===== config.mk =====
export PLATFORM = sky130hd
export DESIGN_NAME = hamm_rx_deser_flat
export DESIGN_NICKNAME = d
export VERILOG_FILES = /design/src/rtl/hamm_pkg.sv /design/src/rtl/hamm_rx_deser_if.sv /design/src/rtl/hamm_obuf.sv /design/src/rtl/hamm_rx_deser.sv /design/src/flat_wrapper.sv
export SDC_FILE = /design/constraint.sdc
export NUM_CORES = 1
export LEC_CHECK = 0
export CAP_MARGIN = 15
export CORE_MARGIN = 4
export CORE_UTILIZATION = 35
export DETAILED_ROUTE_END_ITERATION = 10
export GPL_TIMING_DRIVEN = 0
export HOLD_SLACK_MARGIN = 0.08
export PLACE_DENSITY = 0.69
export SYNTH_ARGS = -nofsm -noshare
export SYNTH_HDL_FRONTEND = slang
export SYNTH_SLANG_ARGS = --single-unit

===== constraint.sdc =====
create_clock -name clk -period 1.2 [get_ports clk]
set_input_delay 0.24 -clock clk [delete_from_list [all_inputs] [get_ports clk]]
set_output_delay 0.24 -clock clk [all_outputs]
set_load 0.02 [all_outputs]

===== src/rtl/hamm_pkg.sv =====
// Shared Hamming(7,4) definitions: receive FSM states, widths, and a data-bit
// extractor for the p1 p2 d1 p4 d2 d3 d4 codeword layout.
package hamm_pkg;

  localparam int unsigned HAMM_W    = 7;
  localparam int unsigned DATA_W    = 4;
  localparam int unsigned BIT_IDX_W = 3;

  typedef enum logic [1:0] {
    IDLE = 2'd0,
    DATA = 2'd1,
    STOP = 2'd2
  } rx_state_t;

  typedef logic [0:HAMM_W-1] codeword_t;

  // Returns {d4, d3, d2, d1} from positions 6, 5, 4, 2.
  function automatic logic [DATA_W-1:0] hamm_data(input codeword_t cw);
    return {cw[6], cw[5], cw[4], cw[2]};
  endfunction

endpackage


===== src/rtl/hamm_rx_deser_if.sv =====
// Codeword valid/ready channel between the receive deserializer and error_correct.
interface hamm_rx_deser_if;

  hamm_pkg::codeword_t d_hamm;
  logic                hamm_valid;
  logic                hamm_ready;

  modport master (
    output d_hamm,
    output hamm_valid,
    input  hamm_ready
  );

  modport slave (
    input  d_hamm,
    input  hamm_valid,
    output hamm_ready
  );

endinterface


===== src/rtl/hamm_obuf.sv =====
// One-entry valid/ready output register with overrun detection and a
// wrapping count of accepted codewords.
module hamm_obuf
  import hamm_pkg::*;
#(
  parameter int unsigned CNT_W = 8
) (
  input  logic             clk,
  input  logic             rst,
  input  logic             i_load,
  input  codeword_t        i_data,
  hamm_rx_deser_if.master  hamm,
  output logic             o_overrun,
  output logic [CNT_W-1:0] o_frm_cnt
);

  codeword_t        r_data;
  logic             r_valid;
  logic             r_overrun;
  logic [CNT_W-1:0] r_frm_cnt;
  logic             w_xfer;
  logic             w_accept_new;

  assign w_xfer       = r_valid && hamm.hamm_ready;
  // An occupied slot can still take a new frame if it drains on this edge.
  assign w_accept_new = i_load && (!r_valid || hamm.hamm_ready);

  always_ff @(posedge clk) begin
    if (rst) begin
      r_data    <= '0;
      r_valid   <= 1'b0;
      r_overrun <= 1'b0;
      r_frm_cnt <= '0;
    end else begin
      r_overrun <= i_load && !w_accept_new;
      if (w_accept_new) begin
        r_data  <= i_data;
        r_valid <= 1'b1;
      end else if (w_xfer) begin
        r_valid <= 1'b0;
      end
      if (w_xfer) begin
        r_frm_cnt <= r_frm_cnt + CNT_W'(1);
      end
    end
  end

  assign hamm.d_hamm     = r_data;
  assign hamm.hamm_valid = r_valid;
  assign o_overrun       = r_overrun;
  assign o_frm_cnt       = r_frm_cnt;

endmodule


===== src/rtl/hamm_rx_deser.sv =====
// Serial receive front end: frames start/7-bit/stop sequences into codewords
// and hands them to error_correct through a one-entry output buffer.
module hamm_rx_deser
  import hamm_pkg::*;
#(
  parameter int unsigned CNT_W = 8
) (
  input  logic             clk,
  input  logic             rst,
  input  logic             rx_bit,
  input  logic             rx_en,
  hamm_rx_deser_if.master  hamm,
  output logic             frame_err,
  output logic             overrun,
  output logic [CNT_W-1:0] frm_cnt
);

  rx_state_t              r_state;
  logic [BIT_IDX_W-1:0]   r_bit_idx;
  codeword_t              r_shreg;
  logic                   r_frame_err;
  logic                   w_frame_done;

  // Completion is taken combinationally so the buffer loads on the stop-bit edge.
  assign w_frame_done = rx_en && (r_state == STOP) && rx_bit;

  always_ff @(posedge clk) begin
    if (rst) begin
      r_state     <= IDLE;
      r_bit_idx   <= '0;
      r_shreg     <= '0;
      r_frame_err <= 1'b0;
    end else begin
      r_frame_err <= 1'b0;
      if (rx_en) begin
        unique case (r_state)
          IDLE: begin
            if (!rx_bit) begin
              r_state   <= DATA;
              r_bit_idx <= '0;
            end
          end
          DATA: begin
            r_shreg[r_bit_idx] <= rx_bit;
            if (r_bit_idx == BIT_IDX_W'(HAMM_W - 1)) begin
              r_state   <= STOP;
              r_bit_idx <= '0;
            end else begin
              r_bit_idx <= r_bit_idx + BIT_IDX_W'(1);
            end
          end
          STOP: begin
            r_state     <= IDLE;
            r_frame_err <= !rx_bit;
          end
          default: r_state <= IDLE;
        endcase
      end
    end
  end

  assign frame_err = r_frame_err;

  hamm_obuf #(
    .CNT_W (CNT_W)
  ) u_obuf (
    .clk       (clk),
    .rst       (rst),
    .i_load    (w_frame_done),
    .i_data    (r_shreg),
    .hamm      (hamm),
    .o_overrun (overrun),
    .o_frm_cnt (frm_cnt)
  );

endmodule


===== src/flat_wrapper.sv =====
// flat-port wrapper written by rule: the top's interface ports become plain ports
module hamm_rx_deser_flat import hamm_pkg::*;
#(
  parameter int unsigned CNT_W = 8
)
  (clk, rst, rx_bit, rx_en, frame_err, overrun, frm_cnt, hamm_d_hamm, hamm_hamm_valid, hamm_hamm_ready);
  hamm_rx_deser_if hamm_i ();
  input  logic clk;
  input  logic rst;
  input  logic rx_bit;
  input  logic rx_en;
  output logic frame_err;
  output logic overrun;
  output logic [CNT_W-1:0] frm_cnt;
  output wire logic [$bits(hamm_i.d_hamm)-1:0] hamm_d_hamm;
  output wire logic [$bits(hamm_i.hamm_valid)-1:0] hamm_hamm_valid;
  input wire logic [$bits(hamm_i.hamm_ready)-1:0] hamm_hamm_ready;
  assign hamm_d_hamm = hamm_i.d_hamm;
  assign hamm_hamm_valid = hamm_i.hamm_valid;
  assign hamm_i.hamm_ready = hamm_hamm_ready;
  hamm_rx_deser #(.CNT_W(CNT_W)) u_core (.clk(clk), .rst(rst), .rx_bit(rx_bit), .rx_en(rx_en), .hamm(hamm_i), .frame_err(frame_err), .overrun(overrun), .frm_cnt(frm_cnt));
endmodule

==> results.md <==
* Outcome: complete, but fails checks
* Failing checks: negative setup slack
* Fin. max-slew vios at 0
* DIE AREA at around 0.0048 mm²
* Hold Violations, Final at 0
* # setup viols final at 3
* Comb pwr share at roughly 6.4%
* Synthesized Nets at roughly 160
* Yosys cell types at 34
* H-tree levels at 2
* Number of I/O pins at 23
* WL per Instance at about 15 µm
* Slowest stage delay, CP at 530 ps
* Clk sinks at 30
* Crit path cell chain: nand2b_4, or4b_4, a21oi_2
* Post-Synth Adder-Cell Area at 0.953%
* Largest net degree at the start of global routing at 11
* Worst Setup Start Kind: register
* CP Capture Type: register
* Internal at about 1500 µW
* Worst Clk Skew at about 8 ps
* Crit path max-delay cell type: or4b_4
* FP Rows at 21
* Final Net Count at 189
* Compound-Gate Fraction of Synth Area at 15.6%
* Worst Hold Class: input pin to register
* Grt ovf at 0
* Final Worst Setup Slack at -66.0 ps
* Clock latency on the worst-skew pair at approximately 280 ps
* CORE AREA at around 0.0035 mm²
* Initial Util at 37.8%
* Post-Synth XOR/XNOR Area at under 10%
* Fmax at a little under 0.8 GHz
* Antenna violations before repair at 0
* Post-Place Worst Slack at -661 ps
* Layout cells sized above 1 at 30.4%
* CTS tree: built
* Setup CP Type: register to register
* Psw at 437 µW
* Fin cells at between 200 and 250
* Die X at roughly 69 µm
* PD cells at between 1000 and 1500 mW/mm²
* CTS Root Cell: clkbuf_8
* Slew HR at between 70% and 80%
* Fin Setup TNS at -97.7 ps
* Maximum vdd drop at ~0.66 mV
* CP arrival at roughly 1500 ps
* Initial drt markers at 75
* Gp weighted congestion at around 0.82
* Max FO, Critical Path at 6
* Routed vias at 1238
* Post-Syn Area at 0.00131 mm²
* Layout area overhead at 38.8%
* Hold slack at 462 ps
* Worst-margin pin slew at ~350 ps
* Post-route DRC at 0
* Final ANT Viol Nets at 0
* RSZ-0062 raised after global routing: yes
* Worst-case clock buffer depth at 2
* Yosys warns at 0
* Vias in the first global route at between 1k and 1.5k
* Placed cell count at about 220
* Multiplexer area fraction after synthesis at about 4.7%
* Sw frac at between 20% and 30%
* Ant diodes at 0
* Min Clock Period, post-route at approximately 1300 ps
* Leak pwr at 0.000663 µW
* Max-cap violation count at 0
* Syn avg cell area at 8.81 µm²
* Post-layout util at about 53%
* Period utilization at 105%
* Clock-pin slew on the worst setup and hold paths at roughly 60 ps
* Simple-gate share of the synthesized area at between 20% and 30%
* Buffers on Ports at 22
* Clock share of power at 42.6%
* DRT Wirelength at between 3000 and 4000 µm
* DR pass1 iterations at 4
* Post-synthesis sequential area ratio at around 46%
* Cts-stage hold buffer count at 0
* Vias per cell at about 5.4
* # fillers at 340
* Sequential cell fraction of total power at 51.0%
* First-pass GRT wire length at 5640 µm
* Cells after Synth at about 150
* Largest family of logic cells by synthesized area: simple AND/OR/NAND/NOR gates
* Die H at a little under 70 µm
* All-layer global routing usage at approximately 15%
* Detail Placement HPWL at about 2200 µm
* CTS buffer count at 5
* Yosys reg bits at 30
* Worst endpoint required time at ~1400 ps
[placed cells by master, fill, tap and decap left out, drive strengths merged, types with 3 or more instances in the layout]
master         instances
nand3                 15
buf                    9
nor2b                  3
a21oi                 18
clkbuf                18
nor2                   7
o31ai                  3
nand4                  3
nand2                  5
dlygate4sd2            5
nand3b                 3
o21ai                 11
nand2b                 9
inv                    3
clkdlybuf4s15         11
dfxtp                 30
or3                    3
mux2i                  5
[critical path: cells and delay by family (launching register included)]
family           cells  cell delay [ps]
flip-flops           1              370
AND/OR/NAND/NOR      2              690
AO/OA/AOI/OAI        1              140
[path summary, 6_finish.rpt]
check,depth (start not counted),end,startpoint,slack (ps)
max,3,u_core.r_bit_idx[0],u_core.r_state[1],-70
min,2,u_core.frame_err,rx_bit,460
max reg2reg,3,u_core.r_bit_idx[0],u_core.r_state[1],-70
min reg2reg,2,u_core.u_obuf.hamm.d_hamm[0],u_core.r_shreg[0],470
[power groups by stage]
stage / clock network, µW / logic [µW] / registers [µW]
CTS: 841 / 116 / 999
floorplan: 0 / 67.3 / 1020
global placement: 0 / 105 / 1020
detailed placement: 0 / 107 / 1020
global route: 886 / 140 / 990
finish: 826 / 125 / 990
[cell families (layout without fill, tap and decap cells)]
kind of cell / Yosys count / after routing
flip-flops: 30 / 30
AND/OR/NAND/NOR: 61 / 61
AO/OA/AOI/OAI: 37 / 37
buffers and inverters: 12 / 47
multiplexers: 6 / 6
adder cells (fa/ha/maj): 1 / 1
XOR/XNOR: 2 / 2
[per-stage QoR]
stage | power (µW) | area (µm²)
2_1_floorplan | 1090 | 1340
3_3_place_gp | 1120 | 1620
3_5_place_dp | 1130 | 1620
4_1_cts | 1960 | 1790
5_1_grt | 2020 | 1820
6_report | 1940 | 1820
[cell type report]
type,instances,area [µm²],area share [%]
Timing Repair Buffer,28,243,13.3
Tap cell,46,57.6,3.16
Multi-Input combinational cell,107,734,40.3
Inverter,3,11.3,0.618
Clock buffer,8,90.1,4.95
Sequential cell,30,633,34.8
Buffer,8,52.6,2.88
[flip-flops by register name (all words and copies together), names as in the netlist]
| name | cells |
|---|---|
| u_core.frame_err | 1 |
| u_core.r_bit_idx | 3 |
| u_core.r_shreg | 7 |
| u_core.r_state | 2 |
| u_core.u_obuf.hamm.d_hamm | 7 |
| u_core.u_obuf.hamm.hamm_valid | 1 |
| u_core.u_obuf.o_frm_cnt | 8 |
| u_core.u_obuf.o_overrun | 1 |
[timing repair]
item | 4_1_cts | 5_1_grt
pin swaps | 5 | 4
buffers inserted | 3 | 3
endpoints found under the setup margin | 47 | 40
resized for setup | 61 | 32
[Yosys cell counts]
| cell | number | share of area [%] |
|---|---|---|
| a211oi_1 | 2 | 1.1 |
| a21oi_1 | 18 | 6.9 |
| a22oi_1 | 1 | 0.57 |
| a31oi_1 | 1 | 0.48 |
| and2b_2 | 1 | 0.67 |
| and3b_1 | 2 | 1.3 |
| and4b_1 | 1 | 0.76 |
| buf_2 | 1 | 0.38 |
| clkbuf_1 | 8 | 2.3 |
| dfxtp_1 | 30 | 46 |
| ha_1 | 1 | 0.95 |
| inv_1 | 3 | 0.86 |
| mux2_2 | 1 | 0.86 |
| mux2i_1 | 5 | 3.8 |
| nand2_1 | 5 | 1.4 |
| nand2b_1 | 9 | 4.3 |
| nand3_1 | 14 | 5.3 |
| nand3_2 | 1 | 0.76 |
| nand3b_1 | 3 | 1.7 |
| nand4_1 | 3 | 1.4 |
| nand4b_1 | 2 | 1.3 |
| nor2_1 | 7 | 2.0 |
| nor2b_1 | 3 | 1.4 |
| nor3_1 | 1 | 0.38 |
| nor4_1 | 1 | 0.48 |
| nor4b_1 | 1 | 0.67 |
| nor4bb_1 | 1 | 0.76 |
| o21ai_0 | 11 | 4.2 |
| o31ai_1 | 3 | 1.7 |
| o41ai_1 | 1 | 0.67 |
| or3_1 | 3 | 1.4 |
| or4_1 | 2 | 1.1 |
| or4b_1 | 1 | 0.76 |
| xor2_1 | 2 | 1.3 |
[routing by layer]
layer,up-vias,GRT usage [%],wire [µm]
met5,-,0,0
met4,0,7.38,85
met3,8,4.06,122
met2,24,23.5,1620
met1,591,17.7,1520
li1,615,-,-
Note: power is estimated with default switching activity, not from simulation.
